==> src/rtl/i2c_slave_pkg.sv <==
// Shared constants and FSM state encoding for the I2C slave.
package i2c_slave_pkg;
  localparam int ADDR_W = 7;
  localparam int BYTE_W = 8;

  typedef enum logic [3:0] {
    IDLE, ADDR, ADDR_ACK, REG, REG_ACK, WDATA, WDATA_ACK, RDATA, RDATA_ACK, IGNORE
  } state_t;
endpackage

==> src/rtl/i2c_slave_if.sv <==
// Bus-side and register-side signals of the I2C slave.
interface i2c_slave_if;
  logic                               scl;
  logic                               sda_in;
  logic                               sda_oe;
  logic [i2c_slave_pkg::BYTE_W-1:0]   data;
  logic                               rd_req;
  logic [i2c_slave_pkg::BYTE_W-1:0]   reg_addr;
  logic [i2c_slave_pkg::BYTE_W-1:0]   wr_data;
  logic                               wr_valid;
  logic                               busy;

  modport slave  (input  scl, sda_in, data,
                  output sda_oe, rd_req, reg_addr, wr_data, wr_valid, busy);
  modport master (output scl, sda_in, data,
                  input  sda_oe, rd_req, reg_addr, wr_data, wr_valid, busy);
endinterface

==> src/rtl/i2c_sync_edge.sv <==
// Multi-flop synchronizer with rise/fall strobes for one asynchronous bus line.
module i2c_sync_edge #(
  parameter int STAGES = 2
) (
  input  logic clk,
  input  logic rst,
  input  logic din,
  output logic q,
  output logic rise,
  output logic fall
);
  logic [STAGES-1:0] sync;
  logic              prev;

  // Reset to 1 so an idle (pulled-up) bus produces no edges after reset.
  always_ff @(posedge clk) begin
    if (rst) begin
      sync <= '1;
      prev <= 1'b1;
    end else begin
      sync[0] <= din;
      for (int i = 1; i < STAGES; i++) sync[i] <= sync[i-1];
      prev <= sync[STAGES-1];
    end
  end

  assign q    = sync[STAGES-1];
  assign rise = q & ~prev;
  assign fall = ~q & prev;
endmodule

==> src/rtl/i2c_slave.sv <==
// I2C register-style slave: address, register pointer, then write or read bytes.
module i2c_slave
  import i2c_slave_pkg::*;
#(
  parameter logic [ADDR_W-1:0] SLAVE_ADDR  = 7'h2A,
  parameter int                SYNC_STAGES = 2
) (
  input  logic       clk,
  input  logic       rst,
  i2c_slave_if.slave bus
);
  logic scl_q, scl_rise, scl_fall;
  logic sda_q, sda_rise, sda_fall;

  i2c_sync_edge #(.STAGES(SYNC_STAGES)) u_scl (
    .clk(clk), .rst(rst), .din(bus.scl), .q(scl_q), .rise(scl_rise), .fall(scl_fall));
  i2c_sync_edge #(.STAGES(SYNC_STAGES)) u_sda (
    .clk(clk), .rst(rst), .din(bus.sda_in), .q(sda_q), .rise(sda_rise), .fall(sda_fall));

  wire start = scl_q & sda_fall;
  wire stop  = scl_q & sda_rise;

  state_t              state_q, state_n;
  logic [3:0]          bit_cnt_q, bit_cnt_n;
  logic [BYTE_W-1:0]   shreg_q, shreg_n;
  logic [BYTE_W-1:0]   tx_q, tx_n;
  logic [BYTE_W-1:0]   reg_addr_q, reg_addr_n;
  logic [BYTE_W-1:0]   wr_data_q, wr_data_n;
  logic                rw_q, rw_n;
  logic                sda_oe_q, sda_oe_n;
  logic                busy_q, busy_n;
  logic                rd_req_q, rd_req_n;
  logic                wr_valid_q, wr_valid_n;

  wire byte_done = (bit_cnt_q == 4'(BYTE_W));

  always_ff @(posedge clk) begin
    if (rst) begin
      state_q    <= IDLE;
      bit_cnt_q  <= '0;
      shreg_q    <= '0;
      tx_q       <= '0;
      reg_addr_q <= '0;
      wr_data_q  <= '0;
      rw_q       <= 1'b0;
      sda_oe_q   <= 1'b0;
      busy_q     <= 1'b0;
      rd_req_q   <= 1'b0;
      wr_valid_q <= 1'b0;
    end else begin
      state_q    <= state_n;
      bit_cnt_q  <= bit_cnt_n;
      shreg_q    <= shreg_n;
      tx_q       <= tx_n;
      reg_addr_q <= reg_addr_n;
      wr_data_q  <= wr_data_n;
      rw_q       <= rw_n;
      sda_oe_q   <= sda_oe_n;
      busy_q     <= busy_n;
      rd_req_q   <= rd_req_n;
      wr_valid_q <= wr_valid_n;
    end
  end

  always_comb begin
    state_n    = state_q;
    bit_cnt_n  = bit_cnt_q;
    shreg_n    = shreg_q;
    tx_n       = tx_q;
    reg_addr_n = reg_addr_q;
    wr_data_n  = wr_data_q;
    rw_n       = rw_q;
    sda_oe_n   = sda_oe_q;
    busy_n     = busy_q;
    rd_req_n   = 1'b0;
    wr_valid_n = 1'b0;

    // Pointer advances the cycle after the write strobe, so the strobe sees the old value.
    if (wr_valid_q) reg_addr_n = reg_addr_q + 8'd1;

    if (start) begin
      state_n   = ADDR;
      bit_cnt_n = '0;
      sda_oe_n  = 1'b0;
    end else if (stop) begin
      state_n   = IDLE;
      bit_cnt_n = '0;
      sda_oe_n  = 1'b0;
      busy_n    = 1'b0;
    end else if (scl_rise) begin
      shreg_n = {shreg_q[BYTE_W-2:0], sda_q};
      if (state_q inside {ADDR, REG, WDATA, RDATA}) bit_cnt_n = bit_cnt_q + 4'd1;
    end else if (scl_fall) begin
      case (state_q)
        ADDR: if (byte_done) begin
          bit_cnt_n = '0;
          if (shreg_q[BYTE_W-1:1] == SLAVE_ADDR) begin
            state_n  = ADDR_ACK;
            sda_oe_n = 1'b1;
            busy_n   = 1'b1;
            rw_n     = shreg_q[0];
          end else begin
            state_n = IGNORE;
            busy_n  = 1'b0;
          end
        end
        ADDR_ACK: begin
          bit_cnt_n = '0;
          if (rw_q) begin
            state_n  = RDATA;
            tx_n     = bus.data;
            rd_req_n = 1'b1;
            sda_oe_n = ~bus.data[BYTE_W-1];
          end else begin
            state_n  = REG;
            sda_oe_n = 1'b0;
          end
        end
        REG: if (byte_done) begin
          bit_cnt_n  = '0;
          reg_addr_n = shreg_q;
          state_n    = REG_ACK;
          sda_oe_n   = 1'b1;
        end
        REG_ACK, WDATA_ACK: begin
          state_n  = WDATA;
          sda_oe_n = 1'b0;
        end
        WDATA: if (byte_done) begin
          bit_cnt_n  = '0;
          wr_data_n  = shreg_q;
          wr_valid_n = 1'b1;
          state_n    = WDATA_ACK;
          sda_oe_n   = 1'b1;
        end
        RDATA: if (byte_done) begin
          bit_cnt_n = '0;
          state_n   = RDATA_ACK;
          sda_oe_n  = 1'b0;
        end else begin
          tx_n     = {tx_q[BYTE_W-2:0], 1'b0};
          sda_oe_n = ~tx_q[BYTE_W-2];
        end
        RDATA_ACK: begin
          // shreg_q[0] holds the master's ACK bit sampled on the 9th rising edge.
          bit_cnt_n = '0;
          if (!shreg_q[0]) begin
            state_n  = RDATA;
            tx_n     = bus.data;
            rd_req_n = 1'b1;
            sda_oe_n = ~bus.data[BYTE_W-1];
          end else begin
            state_n  = IGNORE;
            sda_oe_n = 1'b0;
          end
        end
        default: ;
      endcase
    end
  end

  assign bus.sda_oe   = sda_oe_q;
  assign bus.busy     = busy_q;
  assign bus.rd_req   = rd_req_q;
  assign bus.wr_valid = wr_valid_q;
  assign bus.reg_addr = reg_addr_q;
  assign bus.wr_data  = wr_data_q;
endmodule

==> src/flat_wrapper.sv <==
// flat-port wrapper written by rule: the top's interface ports become plain ports
module i2c_slave_flat import i2c_slave_pkg::*;
#(
  parameter logic [ADDR_W-1:0] SLAVE_ADDR  = 7'h2A,
  parameter int                SYNC_STAGES = 2
)
  (clk, rst, bus_scl, bus_sda_in, bus_data, bus_sda_oe, bus_rd_req, bus_reg_addr, bus_wr_data, bus_wr_valid, bus_busy);
  i2c_slave_if bus_i ();
  input  logic clk;
  input  logic rst;
  input wire logic [$bits(bus_i.scl)-1:0] bus_scl;
  input wire logic [$bits(bus_i.sda_in)-1:0] bus_sda_in;
  input wire logic [$bits(bus_i.data)-1:0] bus_data;
  output wire logic [$bits(bus_i.sda_oe)-1:0] bus_sda_oe;
  output wire logic [$bits(bus_i.rd_req)-1:0] bus_rd_req;
  output wire logic [$bits(bus_i.reg_addr)-1:0] bus_reg_addr;
  output wire logic [$bits(bus_i.wr_data)-1:0] bus_wr_data;
  output wire logic [$bits(bus_i.wr_valid)-1:0] bus_wr_valid;
  output wire logic [$bits(bus_i.busy)-1:0] bus_busy;
  assign bus_i.scl = bus_scl;
  assign bus_i.sda_in = bus_sda_in;
  assign bus_i.data = bus_data;
  assign bus_sda_oe = bus_i.sda_oe;
  assign bus_rd_req = bus_i.rd_req;
  assign bus_reg_addr = bus_i.reg_addr;
  assign bus_wr_data = bus_i.wr_data;
  assign bus_wr_valid = bus_i.wr_valid;
  assign bus_busy = bus_i.busy;
  i2c_slave #(.SLAVE_ADDR(SLAVE_ADDR), .SYNC_STAGES(SYNC_STAGES)) u_core (.clk(clk), .rst(rst), .bus(bus_i));
endmodule
==> config.mk <==
export PLATFORM = sky130hd
export DESIGN_NAME = i2c_slave_flat
export DESIGN_NICKNAME = d
export VERILOG_FILES = /design/src/rtl/i2c_slave_pkg.sv /design/src/rtl/i2c_slave_if.sv /design/src/rtl/i2c_sync_edge.sv /design/src/rtl/i2c_slave.sv /design/src/flat_wrapper.sv
export SDC_FILE = /design/constraint.sdc
export NUM_CORES = 1
export LEC_CHECK = 0
export BUFFER_PORTS_ARGS = -buffer_cell sky130_fd_sc_hd__buf_2
export CAP_MARGIN = 5
export CELL_PAD_IN_SITES_DETAIL_PLACEMENT = 0
export CELL_PAD_IN_SITES_GLOBAL_PLACEMENT = 1
export CORE_UTILIZATION = 43
export DETAILED_ROUTE_END_ITERATION = 10
export PLACE_DENSITY = 0.81
export SKIP_CTS_REPAIR_TIMING = 1
export SLEW_MARGIN = 20
export SYNTH_ARGS = -nofsm -noshare
export SYNTH_HDL_FRONTEND = slang
export SYNTH_SLANG_ARGS = --single-unit
==> constraint.sdc <==
create_clock -name clk -period 2.2 [get_ports clk]
set_input_delay 0.66 -clock clk [delete_from_list [all_inputs] [get_ports clk]]
set_output_delay 0.66 -clock clk [all_outputs]
set_load 0.05 [all_outputs]
### Yosys cells after proc, flatten, opt, wreduce, memory -nomap -nowiden

Index checks and enable logic that the tools add are counted.

| word-level totals | value |
|---|---|
| bits in registers | 50 |
| input bits | 12 |
| output and inout bits | 20 |
| logic and storage cells | 134 |

| cells by class | value |
|---|---|
| $add $sub $neg | 2 |
| equal/unequal tests | 27 |
| mux-type cells | 45 |
| bitwise logic cells | 17 |
| reduce and logical (&&, ||, !) cells | 27 |

Operators by type and width:

| cell | count |
|---|---|
| 2-to-1 mux 8 bit | 7 |
| 2-to-1 mux 4 bit | 10 |
| one-hot mux 4 bit (7 select lines) | 1 |
| 2-to-1 mux 7 bit | 3 |
| one-hot mux 7 bit (3 select lines) | 1 |
| AND reduction 7 bit | 3 |
| 2-to-1 mux 1 bit | 19 |
| == test 4 x 3 -> 1 bit (second input constant) | 4 |
| inequality test 4 x 1 -> 1 bit (second input constant) | 4 |
| inequality test 2 x 1 -> 1 bit (second input constant) | 6 |
| AND reduction 6 bit | 2 |
| inverter 1 bit | 11 |
| inequality test 2 bit (second input constant) | 5 |
| nonzero test 3 bit | 3 |
| nonzero test 9 bit | 1 |
| adder 8 x 1 -> 8 bit (second input constant) | 1 |
| == test 4 x 2 -> 1 bit (second input constant) | 2 |
| == test 4 bit (second input constant) | 2 |
| one-hot mux 4 bit (2 select lines) | 1 |
| AND reduction 8 bit | 1 |
| nonzero test 2 bit | 4 |
| == test 7 x 6 -> 1 bit (second input constant) | 1 |
| nonzero test 7 bit | 1 |
| bitwise AND 1 bit | 6 |
| other kinds (17) | 19 |

### Depth between registers and ports, before layout

| logic depth | value |
|---|---|
| depth in word-level cells | 8 |
| depth in mapped cells | 9 |
| gate-level depth less buffers | 7 |

### Cells and area by module

From an unflattened synthesis, not the netlist that was laid out.

| unflattened totals | value |
|---|---|
| cells, all modules | 279 |
| area total of the unflattened synthesis | 2,474.9 sq um |

By module, submodules not included:

| module | times used | cells each | area an instance (sq um) | seq. area each (sq um) |
|---|---|---|---|---|
| i2c_slave | 1 | 263 | 2,289.7 | 880.8 |
| i2c_sync_edge | 2 | 8 | 92.6 | 60.1 |

### Least setup slack after synthesis

OpenSTA, ideal clock, no wires.

| path | value |
|---|---|
| path type | reg2reg |
| from | reg u_core.wr_valid_q, in the netlist u_core.bus.wr_valid |
| to | reg u_core.reg_addr_q[7], in the netlist u_core.bus.reg_addr[7] |
| library setup time | 0.086 ns |
| arrival time | 1.609 ns |
| required time | 2.114 ns |
| path slack | 0.506 ns |
| cell stages (with the launch flop) | 6 |
| path buffers | 0 |
| period minus slack after synthesis | 1.694 ns |
| cells stage by stage | dfxtp_1 > nand4_1 > nor2_1 > nand3_1 > xor2_1 > a211oi_1 |

| between the ends | value |
|---|---|
| word-level cells in the longest chain between the ends | 7 |

RTL lines:

| item | line | text |
|---|---|---|
| from (decl) | i2c_slave.sv:33 | `logic wr_valid_q, wr_valid_n;` |
| from (signal assigned) | i2c_slave.sv:61 | `wr_valid_q <= wr_valid_n;` |
| 2-to-1 mux 8 bit (*) | i2c_slave.sv:79 | `if (wr_valid_q) reg_addr_n = reg_addr_q + 8'd1;` |
| 2-to-1 mux 8 bit | i2c_slave.sv:119 | `REG: if (byte_done) begin` |
| 2-to-1 mux 8 bit | i2c_slave.sv:94 | `case (state_q)` |
| 2-to-1 mux 8 bit | i2c_slave.sv:93 | `end else if (scl_fall) begin` |
| 2-to-1 mux 8 bit | i2c_slave.sv:90 | `end else if (scl_rise) begin` |
| 2-to-1 mux 8 bit | i2c_slave.sv:85 | `end else if (stop) begin` |
| 2-to-1 mux 8 bit (*) | i2c_slave.sv:81 | `if (start) begin` |
| to (signal assigned) | i2c_slave.sv:55 | `reg_addr_q <= reg_addr_n;` |
| to (decl) | i2c_slave.sv:27 | `logic [BYTE_W-1:0] reg_addr_q, reg_addr_n;` |

Every way passes the cells marked *; elsewhere a longest branch is shown, timed or not.
A chain may end at the register's enable or synchronous reset.

### Worst setup path after layout

| path | value |
|---|---|
| from | reg u_core.bit_cnt_q[0] |
| to | reg u_core.wr_data_q[2], in the netlist u_core.bus.wr_data[2] |

| between the ends | value |
|---|---|
| word-level cells in the longest chain between the ends | 2 |

RTL lines:

| item | line | text |
|---|---|---|
| from (decl) | i2c_slave.sv:24 | `logic [3:0] bit_cnt_q, bit_cnt_n;` |
| from (signal assigned) | i2c_slave.sv:52 | `bit_cnt_q <= bit_cnt_n;` |
| == test 4 bit | i2c_slave.sv:35 | `wire byte_done = (bit_cnt_q == 4'(BYTE_W));` |
| AND reduction 6 bit (no source line) | n/a |  |
| to (signal assigned) | i2c_slave.sv:56 | `wr_data_q <= wr_data_n;` |
| to (decl) | i2c_slave.sv:28 | `logic [BYTE_W-1:0] wr_data_q, wr_data_n;` |

Every way passes these cells.

==> flow_results.xml <==
<?xml version="1.0" encoding="UTF-8"?>
<metrics>
  <group name="clocking">
    <metric name="clock_tree_from_tritoncts" unit="">yes</metric>
    <metric name="clock_insertion_delay_worst_skew" unit="ns">0.29</metric>
    <metric name="cts_inserted_buffers" unit="">5</metric>
    <metric name="cts.sinks" unit="">50</metric>
    <metric name="cts.reportedPaths.clkPinSlew" unit="ns">0.09</metric>
    <metric name="clock-root-buffer" unit="">sky130_fd_sc_hd__clkbuf_8</metric>
    <metric name="htreeDepth" unit="">2</metric>
    <metric name="cts.path.max_buffers" unit="">2</metric>
  </group>
  <group name="layout">
    <metric name="syn_to_final_growth" unit="%">12.87</metric>
    <metric name="num-fill-cells" unit="">510</metric>
    <metric name="layout.cell_area.non_filler" unit="sq um">2731</metric>
    <metric name="final_layout_size_suffix_gt1_frac" unit="">0.2276</metric>
    <metric name="design.final.nets" unit="">304</metric>
    <metric name="multiInputGateArea" unit="sq um">1338</metric>
    <metric name="diodes" unit="">0</metric>
    <metric name="layout.cells.non_filler" unit="">360</metric>
    <metric name="sequential_cell_area" unit="sq um">1001</metric>
  </group>
  <group name="setup_path">
    <metric name="data_required_time_at_the_worst_endpoint" unit="ns">2.38</metric>
    <metric name="worst-path-buf-inv" unit="">2</metric>
    <metric name="cp_data_arrival_time" unit="ns">2.15</metric>
    <metric name="path_class" unit="">flip-flop to flip-flop</metric>
    <metric name="crit_slowest_cell" unit="">sky130_fd_sc_hd__and3b_1</metric>
    <metric name="crit_path_cell_trace" unit="">inv_1 -&gt; ha_1 -&gt; and3b_1 -&gt; nand2_1 -&gt; nor4_2 -&gt; buf_4 -&gt; mux2i_1 -&gt; nor2_1</metric>
    <metric name="worst_setup_path_start_kind" unit="">flip-flop</metric>
    <metric name="critPathMaxFanout" unit="">9</metric>
    <metric name="cpLargestDelayFamily" unit="">simple AND/OR/NAND/NOR gates</metric>
    <metric name="endpoint_kind" unit="">flip-flop</metric>
    <metric name="crit_cells" unit="">8</metric>
    <metric name="critical_path.max_stage_delay" unit="ns">0.38</metric>
    <metric name="r2r.worst_path.cells" unit="">8</metric>
  </group>
  <group name="synthesis">
    <metric name="yosys-top-cells-area" unit="">sky130_fd_sc_hd__dfxtp_1 41%, sky130_fd_sc_hd__mux2i_1 9.1%, sky130_fd_sc_hd__nor2_1 6.5%</metric>
    <metric name="syn-cell-area" unit="sq um">2420</metric>
    <metric name="synth_top_cell_by_area" unit="">sky130_fd_sc_hd__dfxtp_1</metric>
    <metric name="share_of_the_yosys_chip_area_belonging_to_registers" unit="">0.4137</metric>
    <metric name="synth_cell_type_count" unit="">48</metric>
    <metric name="synth_largest_type_area_fraction" unit="">0.4137</metric>
    <metric name="synth-async-reset-ratio" unit="">0</metric>
    <metric name="edff_count_synth" unit="">0</metric>
    <metric name="synth.net_count" unit="">276</metric>
    <metric name="syn_avg_cell_area" unit="sq um">9.271</metric>
    <metric name="yosysWarnings" unit="">0</metric>
    <metric name="synthesis.instances" unit="">261</metric>
    <metric name="postSynth.topFlopCell" unit="">sky130_fd_sc_hd__dfxtp_1</metric>
    <metric name="ys_ff_latch" unit="">50</metric>
  </group>
  <group name="grt">
    <metric name="largest_net_degree_at_the_start_of_global_routing" unit="">42</metric>
    <metric name="grt_first_pass_wirelength" unit="mm">8.424</metric>
    <metric name="grt_overflow_total" unit="">0</metric>
    <metric name="grt_antenna_before_repair" unit="">0</metric>
    <metric name="vias_in_the_first_global_route" unit="">1781</metric>
    <metric name="grt_util_all_layers" unit="">0.1709</metric>
  </group>
  <group name="placement">
    <metric name="buffer_ports.inserted" unit="">31</metric>
    <metric name="dp.final_hpwl" unit="mm">3.370</metric>
    <metric name="place_congestion" unit="">0.8305</metric>
    <metric name="dp.cells" unit="">352</metric>
    <metric name="placed_cell_area" unit="sq um">2626</metric>
  </group>
  <group name="floorplanning">
    <metric name="floorplan.die.width" unit="microns">77.02</metric>
    <metric name="die_h" unit="microns">77.02</metric>
    <metric name="floorplan.initialDensity" unit="">0.4592</metric>
    <metric name="floorplan.io_pins" unit="">32</metric>
    <metric name="rows" unit="">26</metric>
    <metric name="full_die_area" unit="sq um">5931</metric>
    <metric name="core_area" unit="sq um">5270</metric>
  </group>
  <group name="route">
    <metric name="route.vias.total" unit="">1923</metric>
    <metric name="antenna_left" unit="">0</metric>
    <metric name="first_iter_violations" unit="">139</metric>
    <metric name="detail_route.vias_per_cell" unit="">5.342</metric>
    <metric name="routed_wirelength" unit="mm">4.817</metric>
    <metric name="drc_errors" unit="">0</metric>
    <metric name="detail_route.first_pass.iterations" unit="">4</metric>
    <metric name="average_wire_per_cell_in_the_routed_design" unit="microns">13.38</metric>
  </group>
  <group name="power_and_ir_drop">
    <metric name="vdd_drop_max" unit="mV">0.4492</metric>
    <metric name="design_power_total" unit="mW">1.572</metric>
    <metric name="power_per_cell_area" unit="nW/um^2">575.5</metric>
    <metric name="leakage" unit="nW">1.150</metric>
  </group>
  <group name="sta">
    <metric name="timing.final.hold_violations" unit="">0</metric>
    <metric name="fmax" unit="GHz">0.5076</metric>
    <metric name="drv_slew" unit="">0</metric>
    <metric name="unrepaired_setup_endpoints_after_global_routing" unit="">no</metric>
    <metric name="timing.final.crit_share" unit="">0.8955</metric>
    <metric name="setup_violations" unit="">0</metric>
    <metric name="setup_tns" unit="ns">0</metric>
    <metric name="pin_slew_with_the_least_headroom_to_its_limit" unit="ns">0.5573</metric>
    <metric name="slew_headroom" unit="">0.6279</metric>
    <metric name="skew" unit="ns">0.003021</metric>
    <metric name="post-route-min-period" unit="ns">1.970</metric>
  </group>
  <group name="status">
    <metric name="status" unit="">finished, final reports clean</metric>
  </group>
  <group name="hold_path">
    <metric name="min-delay-path-class" unit="">flip-flop to flip-flop</metric>
    <metric name="hold_depth" unit="">1</metric>
  </group>
  <group name="run">
    <metric name="max_cap_violations" unit="">0</metric>
  </group>
</metrics>
==> cells in the final DEF (no fill, tap or decap), types with 6 or more instances in the layout <==
cell type                  instances
sky130_fd_sc_hd__a211oi_1          9
sky130_fd_sc_hd__nand3_1           7
sky130_fd_sc_hd__o21ai_0          10
sky130_fd_sc_hd__a21oi_1          13
sky130_fd_sc_hd__nand2_1          11
sky130_fd_sc_hd__clkbuf_8          7
sky130_fd_sc_hd__mux2_2            6
sky130_fd_sc_hd__inv_1             6
sky130_fd_sc_hd__or2_2             6
sky130_fd_sc_hd__dfxtp_1          50
sky130_fd_sc_hd__mux2i_1          22
sky130_fd_sc_hd__buf_2            31
sky130_fd_sc_hd__nor2_1           42
==> synthesized netlist by cell type, types with 2 or more instances <==
cell type                   n
sky130_fd_sc_hd__a31oi_1    2
sky130_fd_sc_hd__a21oi_1   13
sky130_fd_sc_hd__nor3_1     5
sky130_fd_sc_hd__o21ai_0   10
sky130_fd_sc_hd__xnor2_1    4
sky130_fd_sc_hd__buf_2      4
sky130_fd_sc_hd__nand3_1    7
sky130_fd_sc_hd__inv_1      6
sky130_fd_sc_hd__and2b_1    3
sky130_fd_sc_hd__nand4_1    3
sky130_fd_sc_hd__nor4_1     2
sky130_fd_sc_hd__clkbuf_1   6
sky130_fd_sc_hd__or3_1      4
sky130_fd_sc_hd__nand2b_1   5
sky130_fd_sc_hd__nand3b_1   3
sky130_fd_sc_hd__mux2i_1   22
sky130_fd_sc_hd__or2_2      6
sky130_fd_sc_hd__ha_1       3
sky130_fd_sc_hd__nand4b_4   2
sky130_fd_sc_hd__and3b_1    2
sky130_fd_sc_hd__a211oi_1   9
sky130_fd_sc_hd__buf_4      3
sky130_fd_sc_hd__a21boi_1   2
sky130_fd_sc_hd__mux2_2     6
sky130_fd_sc_hd__nor2_1    42
sky130_fd_sc_hd__dfxtp_1   50
sky130_fd_sc_hd__xor2_1     5
sky130_fd_sc_hd__a311oi_1   2
sky130_fd_sc_hd__nand2_1   11
==> power by group <==
| part | leakage [nW] | internal (mW) | total, mW | switching, mW |
|---|---|---|---|---|
| Clock | 0.0544 | 0.289 | 0.589 | 0.301 |
| Sequential | 0.404 | 0.910 | 0.920 | 0.00975 |
| Combinational | 0.692 | 0.0269 | 0.0628 | 0.0359 |
| Total | 1.15 | 1.23 | 1.57 | 0.346 |
==> metal layers <==
layer  up-vias  track usage  share of wire
met3         6      0.03214          0.024
met1       908       0.2356           0.51
met4         0      0.04906          0.011
met2        27       0.2705           0.46
met5         -            0              0
li1        982            -              -
==> final timing paths <==
path | start | slack (ns) | end
max reg2reg | u_core.bit_cnt_q[0] | 0.23 | u_core.bus.wr_data[2]
min | u_core.u_scl.sync[0] | 0.43 | u_core.u_scl.sync[1]
min reg2reg | u_core.u_scl.sync[0] | 0.43 | u_core.u_scl.sync[1]
max | u_core.bit_cnt_q[0] | 0.23 | u_core.bus.wr_data[2]
==> worst reg2reg max path, stage by stage, from the launching register on <==
cell and delay (ns):
sky130_fd_sc_hd__dfxtp_1 0.36, sky130_fd_sc_hd__inv_1 0.07, sky130_fd_sc_hd__ha_1 0.14, sky130_fd_sc_hd__and3b_1 0.38, sky130_fd_sc_hd__nand2_1 0.24, sky130_fd_sc_hd__nor4_2 0.19
sky130_fd_sc_hd__buf_4 0.25, sky130_fd_sc_hd__mux2i_1 0.20, sky130_fd_sc_hd__nor2_1 0.05
==> kinds of logic after synthesis <==
logic type	count (synthesis)	share of synthesized area
adder cells (fa/ha/maj)	3	0.01551
AO/OA/AOI/OAI	47	0.1365
AND/OR/NAND/NOR	105	0.2466
XOR/XNOR	9	0.03257
flip-flops	50	0.4137
buffers and inverters	19	0.03619
multiplexers	28	0.1189
==> state kept, by name, summed over array words and instances, names as in the netlist <==
name                 flops
u_core.bit_cnt_q         4
u_core.bus.busy          1
u_core.bus.rd_req        1
u_core.bus.reg_addr      8
u_core.bus.sda_oe        1
u_core.bus.wr_data       8
u_core.bus.wr_valid      1
u_core.rw_q              1
u_core.shreg_q           8
u_core.state_q           4
u_core.tx_q              7
u_core.u_scl.prev        1
u_core.u_scl.sync        2
u_core.u_sda.prev        1
u_core.u_sda.sync        2
==> cell type report <==
type                       count  area share
multi-input combinational    192      0.4897
clock buffer                   7     0.03527
inverter                       6    0.008246
sequential                    50      0.3665
tap                           70     0.03207
clock inverter                 1    0.003207
timing repair buffer          34     0.06505
==> per-stage QoR <==
step	hold WS [ns]	setup slack, ns	utilization
detailed placement	0.3995	0.2637	0.4983
floorplan	0.3895	0.5055	-
global placement	0.4024	0.2600	0.4983
global route	0.4563	0.1456	0.5183
finish	0.4256	0.2299	0.5183
CTS	0.4332	0.2525	0.5183
Power figures use the tool's default switching activity.
